`config.mk`:
```
export PLATFORM = sky130hd
export DESIGN_NAME = demux12
export DESIGN_NICKNAME = d
export VERILOG_FILES = /design/src/rtl/demux12.sv
export SDC_FILE = /design/constraint.sdc
export NUM_CORES = 1
export LEC_CHECK = 0
export ABC_AREA = 1
export BUFFER_PORTS_ARGS = -buffer_cell sky130_fd_sc_hd__buf_2
export CAP_MARGIN = 20
export CORE_MARGIN = 2
export CORE_UTILIZATION = 53
export CTS_CLUSTER_SIZE = 12
export DETAILED_ROUTE_END_ITERATION = 7
export PLACE_DENSITY = 0.79
export SLEW_MARGIN = 0
export SYNTH_ARGS = -nofsm -noshare
export SYNTH_HDL_FRONTEND = slang
export SYNTH_SLANG_ARGS = --single-unit
```
`constraint.sdc`:
```
create_clock -name clk -period 1.5 [get_ports clk]
set_clock_uncertainty 0.2 [all_clocks]
set_input_delay 0.3 -clock clk [delete_from_list [all_inputs] [get_ports clk]]
set_output_delay 0.3 -clock clk [all_outputs]
set_load 0.01 [all_outputs]
```
`src/rtl/demux12.sv`:
```
// Routes 10-bit upstream words to one of two FIFOs by in_data[8], with a
// single-entry holding register that absorbs a word whose target FIFO is full.
module demux12 #(
  parameter int CNT_WIDTH = 8
) (
  input  logic                 clk,
  input  logic                 reset,
  input  logic                 in_valid,
  input  logic [9:0]           in_data,
  output logic                 in_ready,
  input  logic                 fifo_full0,
  input  logic                 fifo_full1,
  output logic                 push0,
  output logic [7:0]           data0,
  output logic                 push1,
  output logic [7:0]           data1,
  output logic [CNT_WIDTH-1:0] cnt0,
  output logic [CNT_WIDTH-1:0] cnt1
);

  typedef enum logic {
    S_EMPTY = 1'b0,
    S_HELD  = 1'b1
  } state_t;

  state_t               r_state;
  logic [7:0]           r_held_data;
  logic                 r_held_dest;
  logic                 r_push0;
  logic                 r_push1;
  logic [7:0]           r_data0;
  logic [7:0]           r_data1;
  logic [CNT_WIDTH-1:0] r_cnt0;
  logic [CNT_WIDTH-1:0] r_cnt1;

  state_t     w_state_next;
  logic       w_accept;
  logic       w_in_full;
  logic       w_held_full;
  logic       w_push0_next;
  logic       w_push1_next;
  logic [7:0] w_push_data;
  logic       w_hold_load;
  logic       w_unused_reserved;

  // Bit 9 is reserved and deliberately has no effect on the datapath.
  assign w_unused_reserved = in_data[9];

  assign in_ready    = (r_state == S_EMPTY) && !reset;
  assign w_accept    = in_valid && in_ready;
  assign w_in_full   = in_data[8] ? fifo_full1 : fifo_full0;
  assign w_held_full = r_held_dest ? fifo_full1 : fifo_full0;

  always_comb begin
    w_state_next = r_state;
    w_push0_next = 1'b0;
    w_push1_next = 1'b0;
    w_push_data  = r_held_data;
    w_hold_load  = 1'b0;
    case (r_state)
      S_EMPTY: begin
        if (w_accept) begin
          if (w_in_full) begin
            w_hold_load  = 1'b1;
            w_state_next = S_HELD;
          end else begin
            w_push0_next = ~in_data[8];
            w_push1_next = in_data[8];
            w_push_data  = in_data[7:0];
          end
        end
      end
      S_HELD: begin
        // Only the held word's own destination can release it.
        if (!w_held_full) begin
          w_push0_next = ~r_held_dest;
          w_push1_next = r_held_dest;
          w_state_next = S_EMPTY;
        end
      end
      default: w_state_next = S_EMPTY;
    endcase
  end

  always_ff @(posedge clk) begin
    if (reset) begin
      r_state     <= S_EMPTY;
      r_held_data <= 8'h00;
      r_held_dest <= 1'b0;
      r_push0     <= 1'b0;
      r_push1     <= 1'b0;
      r_data0     <= 8'h00;
      r_data1     <= 8'h00;
      r_cnt0      <= '0;
      r_cnt1      <= '0;
    end else begin
      r_state <= w_state_next;
      r_push0 <= w_push0_next;
      r_push1 <= w_push1_next;
      if (w_hold_load) begin
        r_held_data <= in_data[7:0];
        r_held_dest <= in_data[8];
      end
      if (w_push0_next) begin
        r_data0 <= w_push_data;
        r_cnt0  <= r_cnt0 + 1'b1;
      end
      if (w_push1_next) begin
        r_data1 <= w_push_data;
        r_cnt1  <= r_cnt1 + 1'b1;
      end
    end
  end

  assign push0 = r_push0;
  assign push1 = r_push1;
  assign data0 = r_data0;
  assign data1 = r_data1;
  assign cnt0  = r_cnt0;
  assign cnt1  = r_cnt1;

endmodule

```
Yosys cells after proc, flatten, opt, wreduce, memory -nomap -nowiden
Index checks and enable logic that the tools add are counted.
{"block": "word_totals", "out_inout_bits": 35, "ff_bits": 44, "in_bits": 15, "wordCells": 35}
{"block": "classes", "n_reduce_logical": 3, "muxes": 18, "bitwise_logic": 3, "add_sub_neg": 2}
{"operator": "2-to-1 mux 8 bit", "n": 3}
{"operator": "adder 8 x 1 -> 8 bit, second input constant", "n": 2}
{"operator": "2-to-1 mux 1 bit", "n": 12}
{"operator": "one-hot mux 1 bit (2 select lines)", "n": 3}
{"operator": "inverter 1 bit", "n": 3}
{"operator": "logical AND 1 bit", "n": 2}
{"operator": "zero test 1 bit", "n": 1}

Logic depth before layout (Yosys ltp)
{"block": "logic_depth", "depth_word": 5, "mapped_depth": 9, "ltp_nobuf": 9}

Worst setup path after synthesis
No wires, ideal clock.
{"block": "synth_timing", "path_kind": "register -> register", "startpoint": "register r_state", "endpoint": "register r_held_data[5]", "path_buffers": 1, "required_ps": 1185, "period_less_slack_ps": 1372, "setup_time_ps": 115, "stages_incl_launch_ff": 8, "t_arrival_ps": 1057, "slack_ps": 128, "path_cell_list": "dfxtp_1 -> nor2_4 -> nand2_2 -> inv_6 -> nand2_4 -> buf_6 -> o21ai_2 -> a21oi_2"}
{"block": "synth_between", "elab_chain_cells": 5}
{"item": "from (decl)", "line": "26", "source": "state_t r_state;"}
{"item": "from (signal assigned)", "line": "97", "source": "r_state <= w_state_next;"}
{"item": "inverter 1 bit"}
{"item": "logical AND 1 bit", "line": "49", "source": "assign in_ready = (r_state == S_EMPTY) && !reset;"}
{"item": "named net in_ready", "line": "10", "source": "output logic in_ready,"}
{"item": "logical AND 1 bit", "line": "50", "source": "assign w_accept = in_valid && in_ready;"}
{"item": "2-to-1 mux 1 bit", "line": "62", "source": "if (w_accept) begin"}
{"item": "2-to-1 mux 1 bit", "line": "60", "source": "case (r_state)"}
{"item": "to (signal assigned)", "line": "101", "source": "r_held_data <= in_data[7:0];"}
{"item": "to (decl)", "line": "27", "source": "logic [7:0] r_held_data;"}
The timed path passes the listed nets, and every way through them passes these cells.
A chain may end at the register's enable or synchronous reset.

Final worst setup path
{"block": "layout_timing", "startpoint": "register r_state", "endpoint": "output in_ready"}
{"block": "layout_between", "elab_chain_cells": 2}
{"item": "inverter 1 bit"}
{"item": "logical AND 1 bit", "line": "49"}
{"item": "to (decl)", "line": "10"}
Every way passes these cells.

==> reports/qor.yml <==
run_status:
  outcome: "finished clean"
min_path:
  min_path_type: "input pin to flop"
  worstHoldPathCells: 3
  hold_end: "r_held_data[2]"
  holdCritStartpoint: "in_data[2]"
logic_synthesis:
  syn_nets: 306
  synthArstFlopShare_pct: 0
  yosysSeqAreaShare_pct: 41.2
  synth_warnings: 0
  synth_area_leaders: "dfxtp_1 41%, nand2_1 12%, inv_1 7.0%, o21bai_1 5.6%, a21oi_1 5.4%"
  syn_area_sq_um: 2140
  netlist_instances: 289
  ys.flop_type: "dfxtp_1"
  synth_edf_count: 0
  syn_avg_cell_area_sq_um: 7.40
  synth_top_area_share_pct: 41.2
  yosys.area.top_type: "dfxtp_1"
  synth.distinct_cells: 26
  ys_ff_latch: 44
  yosys-top-cells-count: "71 x nand2_1, 44 x dfxtp_1, 40 x inv_1"
  yosysMostFrequentCell: "nand2_1"
timing:
  slew_headroom_pct: 67.1
  finalCritPeriodShare_pct: 98.5
  rsz0062_at_grt: "yes"
  period_needed_ns: 1.48
  fmax_ghz: 0.677
  hold_violations: 0
  tightest_slew_ns: 0.494
  setup_viol: 0
  fin_setup_tns_ns: 0
  slew_violations: 0
worst_setup_path:
  setup.worst_path.start_class: "flop"
  cp_slowest_cell: "dfxtp_2"
  max_stage_delay_ns: 0.35
  r2r-end: "r_held_data[3]"
  cp-startpoint: "r_state"
  crit_buf_inv: 1
  cp_cell_sequence: "nor2_4 -> buf_6"
  rr_worst_depth: 6
  cp_num_cells: 2
  r2r-start: "r_state"
  critPathArrivalTime_ns: 0.98
  rrSetupSlack_ns: 0.08
  worst_ep_required_time_ns: 1.00
  crit_fanout: 4
  crit_path_end_kind: "primary output"
  cp_top_family: "flip-flops"
  critPathKind: "flop to primary output"
cts:
  cts_tree: "done"
  cts-root-buf: "clkbuf_8"
  insertion_delay_ns: 0.29
  cts_max_level: 2
  clk_path_buf_depth: 2
  clock-sinks: 44
  cts-buffers-inserted: 5
  clk_pin_slew_ns: 0.08
  postCtsHoldBufs: 0
power_and_ir_drop:
  p_per_area_nw_per_um2: 964
  total_power_mw: 2.51
  ir_worst_vdd_uv: 666
  cellLeakagePower_nw: 1.37
global_routing:
  grt_pass1_wl_um: 7130
  grt_max_degree: 31
  track_usage_pct: 20.5
  grt_pass1_vias: 1702
  gr-total-overflow: 0
  antenna_found_initial: 0
placed_design:
  hpwl_um: 3200
  io_buffers: 48
  place_congestion: 0.824
  placed_cells: 384
run:
  maxCapViolations: 0
floorplan:
  row_count: 23
  io-pin-count: 50
  dieWidth_um: 67.5
  die_h_um: 67.5
  start_util_pct: 54.2
  fp.dieArea_sq_um: 4560
  core-area_sq_um: 3940
route:
  wl_per_cell_um: 11.3
  finalWirelength_um: 4430
  drt_iter0_markers: 55
  detail-route-antenna-nets: 0
  firstDrtPassIters: 4
  via_per_inst: 4.81
  via_count: 1892
  drc_errors: 0
finish:
  final_util_pct: 66.1
  layout.nets: 359
  drive_above_1_share_pct: 25.9
  fin_cells: 393
  antenna_cells: 0
  area_growth_pct: 21.8
==> worst max-delay path by stage <==
| stage | to | slack [ns] |
|---|---|---|
| 2_1_floorplan | r_held_data[5] | 0.13 |
| 3_3_place_gp | data0[7] | -0.06 |
| 3_5_place_dp | data0[6] | -0.09 |
| 4_1_cts | in_ready | 0.04 |
| 5_1_grt | data0[6] | -0.03 |
| 6_report | in_ready | 0.02 |
==> routing by layer <==
metal  part of all wire [%]  wire length (um)  track usage, %
met5                      0                 0               0
met4                   0.77                34            4.59
met3                    4.2               184            5.00
met2                     49              2150            37.5
met1                     46              2060            24.0
==> stage by stage <==
stage                     hold slack [ns]  setup slack, ns  cell area [sq um]
after floorplan                     0.229            0.128               2140
after global placement              0.237          -0.0631               2430
after detailed placement            0.244          -0.0895               2430
after CTS                          0.0858           0.0350               2560
after global routing               0.0915          -0.0303               2610
final                              0.0874           0.0220               2610
==> sequential cells by signal, indices dropped and copies added (netlist names) <==
register and flops:
cnt0 8, data1 8, data0 8, cnt1 8, r_held_dest 1, r_held_data 8, push0 1, r_state 1
push1 1
==> cell families after synthesis <==
family / Yosys count / share of synthesized area (%)
AOI/OAI and AO/OA: 56 / 16.0
xor gates and xnor gates: 4 / 1.64
adders and majority gates: 2 / 1.17
buffers and inverters: 53 / 11.9
DFF: 44 / 41.2
and+or+nand+nor: 130 / 28.1
==> where the power goes <==
part | switching (mW) | internal, mW
Combinational | 0.176 | 0.119
Clock | 0.393 | 0.588
Sequential | 0.0241 | 1.21
==> area by class of cell <==
class	instances	area (sq um)
timing repair buffer	56	339
clock buffer	7	96.3
timing repair inverter	1	5.00
sequential	44	883
multi-input combinational	192	1030
fill	368	1340
inverter	42	163
clock inverter	1	30.0
tap	50	62.6
==> worst register-to-register path, stage by stage, from the launching register on <==
cell and delay (ns):
dfxtp_2 0.35, nor2_4 0.20, nand2_4 0.10, clkinv_4 0.09, nand2_4 0.12, o21ai_0 0.17
a21oi_1 0.06
==> layout by cell type, fill, tap and decap left out, types with 3 or more instances in the layout <==
master / count
nand3b_1: 9
buf_2: 47
nand2_4: 5
a21oi_1: 23
nand3_1: 13
a21oi_2: 4
clkbuf_8: 7
buf_4: 4
dfxtp_1: 42
inv_1: 40
nand2_1: 69
o21bai_1: 16
buf_6: 3
o21ai_0: 10
nand2_2: 4
xor2_1: 4
nor2_1: 22
==> timing repair <==
| item | CTS | global route |
|---|---|---|
| buffers inserted | 0 | 0 |
| hold endpoints to repair | 0 | 0 |
| endpoints found under the setup margin | 0 | 12 |
| gates resized for setup | 0 | 13 |
(Power assumes the default switching activity.)
